--- src/rtl/zeroskip_pkg.sv ---
// rtl/zeroskip_pkg.sv - shared types and zero test for the zeroskip bit-mask encoder
package zeroskip_pkg;

  localparam int FP16_W = 16;

  typedef logic [FP16_W-1:0] fp16_t;

  typedef enum logic [1:0] {
    COLLECT,
    FINAL,
    EMIT
  } zs_state_e;

  // Sign bit is ignored so that -0 compresses away like +0.
  function automatic logic is_zero(input fp16_t v);
    return (v[FP16_W-2:0] == '0);
  endfunction

endpackage

--- src/rtl/zeroskip_cmap_trunc.sv ---
// rtl/zeroskip_cmap_trunc.sv - keeps the lowest BIT_NONZERO lanes of a union mask and maps them to slots
module zeroskip_cmap_trunc #(
  parameter int BIT_NONZERO   = 8,
  parameter int BIT_GROUPSIZE = 16,
  parameter int IDX_W         = $clog2(BIT_GROUPSIZE)
) (
  input  logic [BIT_GROUPSIZE-1:0]            i_umask,
  output logic [BIT_GROUPSIZE-1:0]            o_cmap,
  output logic [BIT_NONZERO-1:0][IDX_W-1:0]   o_idx,
  output logic [BIT_NONZERO-1:0]              o_slot_vld,
  output logic                                o_ovf
);

  int w_n_set;

  // w_n_set is the rank of the current lane among set lanes; rank k fills slot k.
  always_comb begin
    o_cmap     = '0;
    o_idx      = '0;
    o_slot_vld = '0;
    w_n_set    = 0;
    for (int l = 0; l < BIT_GROUPSIZE; l++) begin
      if (i_umask[l]) begin
        for (int k = 0; k < BIT_NONZERO; k++) begin
          if (w_n_set == k) begin
            o_cmap[l]     = 1'b1;
            o_idx[k]      = IDX_W'(l);
            o_slot_vld[k] = 1'b1;
          end
        end
        w_n_set = w_n_set + 1;
      end
    end
    o_ovf = (w_n_set > BIT_NONZERO);
  end

endmodule

--- src/rtl/sparse_zeroskip_bit_kernel_pack.sv ---
// rtl/sparse_zeroskip_bit_kernel_pack.sv - buffers a tile of dense groups, builds one shared cmap, emits packed groups
module sparse_zeroskip_bit_kernel_pack
  import zeroskip_pkg::*;
#(
  parameter int BIT_NONZERO   = 8,
  parameter int BIT_GROUPSIZE = 16,
  parameter int DATA_W        = FP16_W,
  parameter int N             = 8
) (
  input  logic                                    clk,
  input  logic                                    rst_n,
  input  logic                                    in_valid,
  output logic                                    in_ready,
  input  logic [BIT_GROUPSIZE-1:0][DATA_W-1:0]    in_data,
  input  logic                                    in_last,
  output logic                                    out_valid,
  input  logic                                    out_ready,
  output logic [BIT_GROUPSIZE-1:0]                out_cmap,
  output logic [BIT_NONZERO-1:0][DATA_W-1:0]      out_data,
  output logic                                    out_last,
  output logic                                    ovf,
  output logic                                    ovf_sticky
);

  localparam int CNT_W = $clog2(N) + 1;
  localparam int ROW_W = $clog2(N);
  localparam int IDX_W = $clog2(BIT_GROUPSIZE);

  zs_state_e                                r_state;
  logic                                     r_in_ready;
  logic                                     r_out_valid;
  logic [BIT_GROUPSIZE-1:0]                 r_umask;
  logic [CNT_W-1:0]                         r_rcnt;
  logic [CNT_W-1:0]                         r_ecnt;
  logic [CNT_W-1:0]                         r_rows;
  logic [BIT_GROUPSIZE-1:0]                 r_cmap;
  logic [BIT_NONZERO-1:0][IDX_W-1:0]        r_idx;
  logic [BIT_NONZERO-1:0]                   r_vld;
  logic                                     r_ovf;
  logic                                     r_ovf_sticky;
  logic [BIT_GROUPSIZE-1:0][DATA_W-1:0]     r_buf [N];

  logic [BIT_GROUPSIZE-1:0]                 w_nzmask;
  logic                                     w_in_hs;
  logic                                     w_out_hs;
  logic                                     w_last_beat;
  logic [BIT_GROUPSIZE-1:0]                 w_cmap;
  logic [BIT_NONZERO-1:0][IDX_W-1:0]        w_idx;
  logic [BIT_NONZERO-1:0]                   w_vld;
  logic                                     w_ovf;
  logic [BIT_GROUPSIZE-1:0][DATA_W-1:0]     w_row;

  always_comb begin
    w_nzmask = '0;
    for (int l = 0; l < BIT_GROUPSIZE; l++) begin
      w_nzmask[l] = !is_zero(in_data[l]);
    end
  end

  assign w_in_hs     = r_in_ready && in_valid;
  assign w_out_hs    = r_out_valid && out_ready;
  assign w_last_beat = (r_ecnt == r_rows - 1'b1);

  zeroskip_cmap_trunc #(
    .BIT_NONZERO   (BIT_NONZERO),
    .BIT_GROUPSIZE (BIT_GROUPSIZE),
    .IDX_W         (IDX_W)
  ) u_cmap_trunc (
    .i_umask    (r_umask),
    .o_cmap     (w_cmap),
    .o_idx      (w_idx),
    .o_slot_vld (w_vld),
    .o_ovf      (w_ovf)
  );

  // Row storage needs no reset: it is only read back after being written this tile.
  always_ff @(posedge clk) begin
    if (w_in_hs) begin
      r_buf[r_rcnt[ROW_W-1:0]] <= in_data;
    end
  end

  always_ff @(posedge clk or negedge rst_n) begin
    if (!rst_n) begin
      r_state      <= COLLECT;
      r_in_ready   <= 1'b1;
      r_out_valid  <= 1'b0;
      r_umask      <= '0;
      r_rcnt       <= '0;
      r_ecnt       <= '0;
      r_rows       <= '0;
      r_cmap       <= '0;
      r_idx        <= '0;
      r_vld        <= '0;
      r_ovf        <= 1'b0;
      r_ovf_sticky <= 1'b0;
    end else begin
      r_ovf <= 1'b0;
      case (r_state)
        COLLECT: begin
          if (w_in_hs) begin
            r_umask <= r_umask | w_nzmask;
            // rcnt stays on the final row index so rows = rcnt + 1.
            if (in_last || (r_rcnt == CNT_W'(N - 1))) begin
              r_state    <= FINAL;
              r_in_ready <= 1'b0;
            end else begin
              r_rcnt <= r_rcnt + 1'b1;
            end
          end
        end
        FINAL: begin
          r_cmap      <= w_cmap;
          r_idx       <= w_idx;
          r_vld       <= w_vld;
          r_ovf       <= w_ovf;
          if (w_ovf) begin
            r_ovf_sticky <= 1'b1;
          end
          r_rows      <= r_rcnt + 1'b1;
          r_umask     <= '0;
          r_state     <= EMIT;
          r_out_valid <= 1'b1;
        end
        EMIT: begin
          if (w_out_hs) begin
            if (w_last_beat) begin
              r_state     <= COLLECT;
              r_out_valid <= 1'b0;
              r_in_ready  <= 1'b1;
              r_rcnt      <= '0;
              r_ecnt      <= '0;
            end else begin
              r_ecnt <= r_ecnt + 1'b1;
            end
          end
        end
        default: begin
          r_state <= COLLECT;
        end
      endcase
    end
  end

  always_comb begin
    w_row    = r_buf[r_ecnt[ROW_W-1:0]];
    out_data = '0;
    for (int k = 0; k < BIT_NONZERO; k++) begin
      out_data[k] = r_vld[k] ? w_row[r_idx[k]] : '0;
    end
  end

  assign in_ready   = r_in_ready;
  assign out_valid  = r_out_valid;
  assign out_cmap   = r_cmap;
  assign out_last   = r_out_valid && w_last_beat;
  assign ovf        = r_ovf;
  assign ovf_sticky = r_ovf_sticky;

endmodule

--- config.mk ---
export PLATFORM = sky130hd
export DESIGN_NAME = sparse_zeroskip_bit_kernel_pack
export DESIGN_NICKNAME = d
export VERILOG_FILES = /design/src/rtl/zeroskip_pkg.sv /design/src/rtl/zeroskip_cmap_trunc.sv /design/src/rtl/sparse_zeroskip_bit_kernel_pack.sv
export SDC_FILE = /design/constraint.sdc
export NUM_CORES = 2
export LEC_CHECK = 0
export ABC_AREA = 1
export CAP_MARGIN = 20
export CORE_AREA = 10 10 659 661
export CTS_BUF_LIST = sky130_fd_sc_hd__clkbuf_2
export CTS_CLUSTER_DIAMETER = 200
export DETAILED_ROUTE_END_ITERATION = 8
export DIE_AREA = 0 0 669 671
export GPL_ROUTABILITY_DRIVEN = 0
export PLACE_DENSITY = 0.38
export SLEW_MARGIN = 40
export SYNTH_ARGS = -nofsm -noshare
export SYNTH_HDL_FRONTEND = slang
export SYNTH_SLANG_ARGS = --single-unit
--- constraint.sdc ---
create_clock -name clk -period 26.1 [get_ports clk]
set_input_delay 3.915 -clock clk [delete_from_list [all_inputs] [get_ports clk]]
set_output_delay 3.915 -clock clk [all_outputs]
set_load 0.01 [all_outputs]
; Word level (Yosys, flattened, before mapping)
; Memories as Yosys holds them, arrays and structs flattened.
; Cells that the tools add are included.
[word_totals]
word_cells = 694
register_bits = 90
mem_bits_rw = 2048
in_bits = 261
n_memories = 1
output_inout_bits = 149
[mem_list]
columns = name, depth, word_bits, rd, rd_clocked_by_memory_dff, wr, line_no
row1 = r_buf, 8, 256, 1, 0, 1, sparse_zeroskip_bit_kernel_pack.sv:41  ; logic [BIT_GROUPSIZE-1:0][DATA_W-1:0] r_buf [N];
[classes]
magnitude_cmp = 9
bitwise = 1
n_eq_ne = 114
addsub = 18
reduce_logical = 62
muxes = 470
[ops]
columns = operator, count
row1 = $eq A32 B4 Y1 const B, 56
row2 = $mux W32, 30
row3 = $eq A32 B3 Y1 const B, 28
row4 = $bmux W16 S4, 8
row5 = $logic_not A32 Y1, 15
row6 = $mux W4, 117
row7 = $add A32 B2 Y32 const B, 14
row8 = $eq A32 B2 Y1 const B, 14
row9 = $mux W1, 274
row10 = $mux W16, 17
row11 = $logic_not A15 Y1, 16
row12 = $mux W8, 15
row13 = $lt A4 B5 Y1 const B, 8
row14 = $gt A32 B5 Y1 const B, 1
row15 = $pmux W16 S2, 1
row16 = $logic_not A1 Y1, 16
row17 = $or A16 B16 Y16, 1
row18 = $eq A1 B3 Y1 const B, 4
row19 = $ne A2 B2 Y1 const B, 5
row20 = $reduce_and A5 Y1, 2
row21 = $add A4 B1 Y4 const B, 2
row22 = $mux W2, 4
row23 = $pmux W4 S2, 1
row24 = $pmux W2 S3, 1
row25 = other kinds (16), 24

; Depth between registers and ports, before layout
[depth]
word_depth = 39
depth_mapped = 56
depth_no_buf = 55

; Cells and area by module
; A second synthesis with hierarchy kept.
[unflattened]
hier_cells = 13973
area_unflattened_um2 = 115127.9
[modules_own_cells]
columns = module, area_per_inst_um2, seq_area_each_um2, cells_each, instances
row1 = sparse_zeroskip_bit_kernel_pack, 108935.7, 63752.4, 12823, 1
row2 = zeroskip_cmap_trunc, 6192.2, 0.0, 1150, 1

; Worst setup path after synthesis
; OpenSTA, ideal clock, no wires.
[synth_timing]
path_kind = input port to flip-flop
from = input in_valid
to = memory r_buf[6][0] (netlist name) (enable)
arrival_time_ps = 21363
path_stages = 4
setup_time_ps = 1189
path_slack_ps = 3548
required_ps = 24911
n_path_buf = 0
cell_sequence = nand2_1 -> inv_1 -> nand2_1 -> nor3_1
[synth_between]
elab_chain_cells = 3
[synth_lines]
columns = element, line_no
row1 = start: declaration, sparse_zeroskip_bit_kernel_pack.sv:12  ; input logic in_valid,
row2 = $logic_and A1 B1 Y1, sparse_zeroskip_bit_kernel_pack.sv:60  ; assign w_in_hs = r_in_ready && in_valid;
row3 = $mux W1, sparse_zeroskip_bit_kernel_pack.sv:78  ; if (w_in_hs) begin
row4 = $mux W1 (implied by the code), sparse_zeroskip_bit_kernel_pack.sv:79  ; r_buf[r_rcnt[ROW_W-1:0]] <= in_data;
row5 = end: declaration, sparse_zeroskip_bit_kernel_pack.sv:41
; No other way between the ends.

==> reports/qor.yml <==
run_status:
  status: "complete, no violations"
placement:
  hpwl_mm: 362
  placed_area_um2: 116000
  numPortBuffers: 409
  post-place-ws_ns: 15.00
sta:
  period_share_pct: 50.0
  setup_ws_ns: 13.06
  setup_tns_ns: 0
  setup_viol: 0
  rsz0062_at_grt: "false"
  tightest_slew_ns: 1.09
  max_freq_mhz: 76.7
  fin_crit_ns: 13.04
  timing.slew.headroom_pct: 27.5
  slew_violations: 0
  finClkSkew_ns: 0.246
  hold_ws_ns: 0.487
  hold_violations: 0
power_and_ir_drop:
  p_int_mw: 7.61
  p_leak_nw: 41.1
  ir_worst_vdd_uv: 84.6
  power_frac_seq_pct: 23.1
  p_sw_mw: 10.1
  powerDensity_nw_per_um2: 146
  p_clk_share_pct: 14.0
  p_comb_share_pct: 62.9
  switching_share_pct: 57.0
job:
  maxCapViolCount: 0
cts:
  clk_pin_slew_ns: 0.11
  cts-buffers-inserted: 591
  cts_resized: 0
  clock_sinks: 2138
  h-tree-depth: 6
  clock_path_buffers: 4
  root_buffer: "clkbuf_2"
  cts_tree: "built"
  postCtsHoldBufs: 0
  clock_latency_ns: 2.29
  postCtsSetupRepairBufs: 0
detailed_routing:
  routed_wl_mm: 548
  drc: 0
  ant_nets: 0
  post_drt_wl_per_cell_um: 32.0
  post_drt_via_cell_ratio: 5.42
  dr.pass1.iters: 9
  via_count: 92670
  drt_iter0_drc: 11713
worst_setup_path:
  crit_type: "reg -> out"
  crit_required_ns: 22.18
  worstPathArrival_ns: 9.12
  critPathCaptureType: "output port"
  start_kind: "register"
  crit_fanout: 113
  reg2reg_depth: 46
synth:
  synthesis.nets: 10970
  ys_ff_latch: 2138
  netlist_instances: 10644
  synth_edf_count: 2048
  syn_avg_cell_area_um2: 9.83
  ys.flop_type: "edfxtp_1"
  yosysSeqAreaShare_pct: 60.9
  synth_cell_types: 57
  yosys_warnings: 0
  synthesis.area_um2: 105000
  ys_async_sr_fraction_pct: 4.21
floorplan:
  die_h_um: 671
  fp.dieArea_um2: 449000
  ioPinCount: 410
  core-area_um2: 422000
  die_x_um: 669
  rows: 239
  start_util_pct: 24.8
final_layout:
  drive_gt1_share_pct: 13.6
  syn2layout_area_growth_pct: 16.2
  num-fill-cells: 44247
  fin_area_um2: 122000
  fin_util_pct: 28.8
  nets: 11428
  layout_commonest_cell: "edfxtp_1"
  final_cell_mix: "edfxtp_1 (2048), o21ai_0 (1868), nand2_1 (1197)"
global_route:
  grt_max_degree: 192
  antenna_found_initial: 144
  grt_use_total_pct: 23.2
  grt_overflow: 0
  grt_pass1_wl_mm: 737
  grt_pass1_vias: 87715
hold_path:
  hold_depth: 2
  hold_class: "reg -> reg"
==> per-layer routing <==
| metal | share of wire [%] | track usage [%] |
|---|---|---|
| met1 | 41 | 29.7 |
| met2 | 42 | 34.4 |
| met3 | 9.7 | 7.00 |
| met4 | 6.8 | 14.0 |
| met5 | 0.079 | 0 |
==> worst paths after layout <==
path | start | end | slack, ns
worst max register to register | r_umask[2]$_DFFE_PN0P_ | out_cmap[15]$_DFFE_PN0P_ | 16.07
worst min-delay path | ovf_sticky$_DFFE_PN0P_ | ovf_sticky$_DFFE_PN0P_ | 0.49
min in group asynchronous | rst_n | r_umask[12]$_DFFE_PN0P_ | 1.82
worst max-delay path | r_ecnt[0]$_DFFE_PN0P_ | out_data[38] | 13.06
max in group asynchronous | rst_n | r_ecnt[1]$_DFFE_PN0P_ | 22.95
worst min register to register | ovf_sticky$_DFFE_PN0P_ | ovf_sticky$_DFFE_PN0P_ | 0.49
==> cell usage after synthesis, drive strengths merged (31+ instances only) <==
cell / instances / area (µm²)
edfxtp: 2048 / 61500
o21ai: 1986 / 9950
nand2: 1295 / 5110
nor2: 1207 / 4550
a21oi: 917 / 4600
nand3: 873 / 4560
clkbuf: 737 / 2770
o22ai: 405 / 2530
inv: 308 / 1160
o211ai: 175 / 1310
o221ai: 134 / 1170
buf: 111 / 452
dfrtp: 89 / 2230
nor3: 76 / 385
ha: 64 / 801
nor4: 55 / 344
nand4: 43 / 284
o311ai: 31 / 272
==> final cells by class <==
cell class	instances	area, µm²	area share, %
Clock buffer	852	4260	3.51
Sequential cell	2138	63800	52.5
Clock inverter	155	1040	0.858
Timing Repair Buffer	713	6950	5.72
Inverter	320	1260	1.03
Tap cell	5543	6940	5.71
Multi-Input combinational cell	7338	37200	30.6
Antenna cell	49	123	0.101
==> registers in the layout, indices dropped and copies added, names as in the netlist <==
name,flops
in_ready,1
out_cmap,16
out_valid,1
ovf,1
ovf_sticky,1
r_buf,2048
r_ecnt,4
r_idx,32
r_rcnt,4
r_rows,4
r_state,2
r_umask,16
r_vld,8
==> power by group through the flow <==
stage / logic (mW) / clock network, mW / registers, mW
after floorplan: 5.85 / 0 / 4.07
after global placement: 10.6 / 0 / 4.15
after detailed placement: 10.8 / 0 / 4.15
after CTS: 10.8 / 2.58 / 4.08
after global routing: 11.8 / 2.75 / 4.09
final: 11.1 / 2.48 / 4.08
==> through the flow <==
stage | power, mW | std cells
2_1_floorplan | 9.92 | 10644
3_3_place_gp | 14.8 | 16024
3_5_place_dp | 14.9 | 16043
4_1_cts | 17.5 | 17050
5_1_grt | 18.6 | 17081
6_report | 17.7 | 17108
==> critical path, cell delays in order (launching register included) <==
cell and delay, ns:
dfrtp_4 0.71, inv_8 0.49, buf_12 0.46, buf_4 0.65, buf_4 0.66, buf_4 0.65, o21ai_0 0.17, o22ai_1 0.18
nand2_1 0.09, nand2_1 0.63, inv_1 0.15, a21oi_1 0.15, o21ai_0 0.11, nand3_1 0.13, nand3_1 0.09, a21oi_1 0.72
clkdlybuf4s50_1 0.70
==> cells by family after synthesis <==
logic type	Yosys count	synth area share, %
AOI/OAI and AO/OA	3695	19.3
and+or+nand+nor	3566	14.7
adders and majority gates	65	0.784
buffers and inverters	1168	4.22
xor gates and xnor gates	12	0.100
DFF	2138	60.9
No activity file was read; power rests on OpenSTA's default activity.
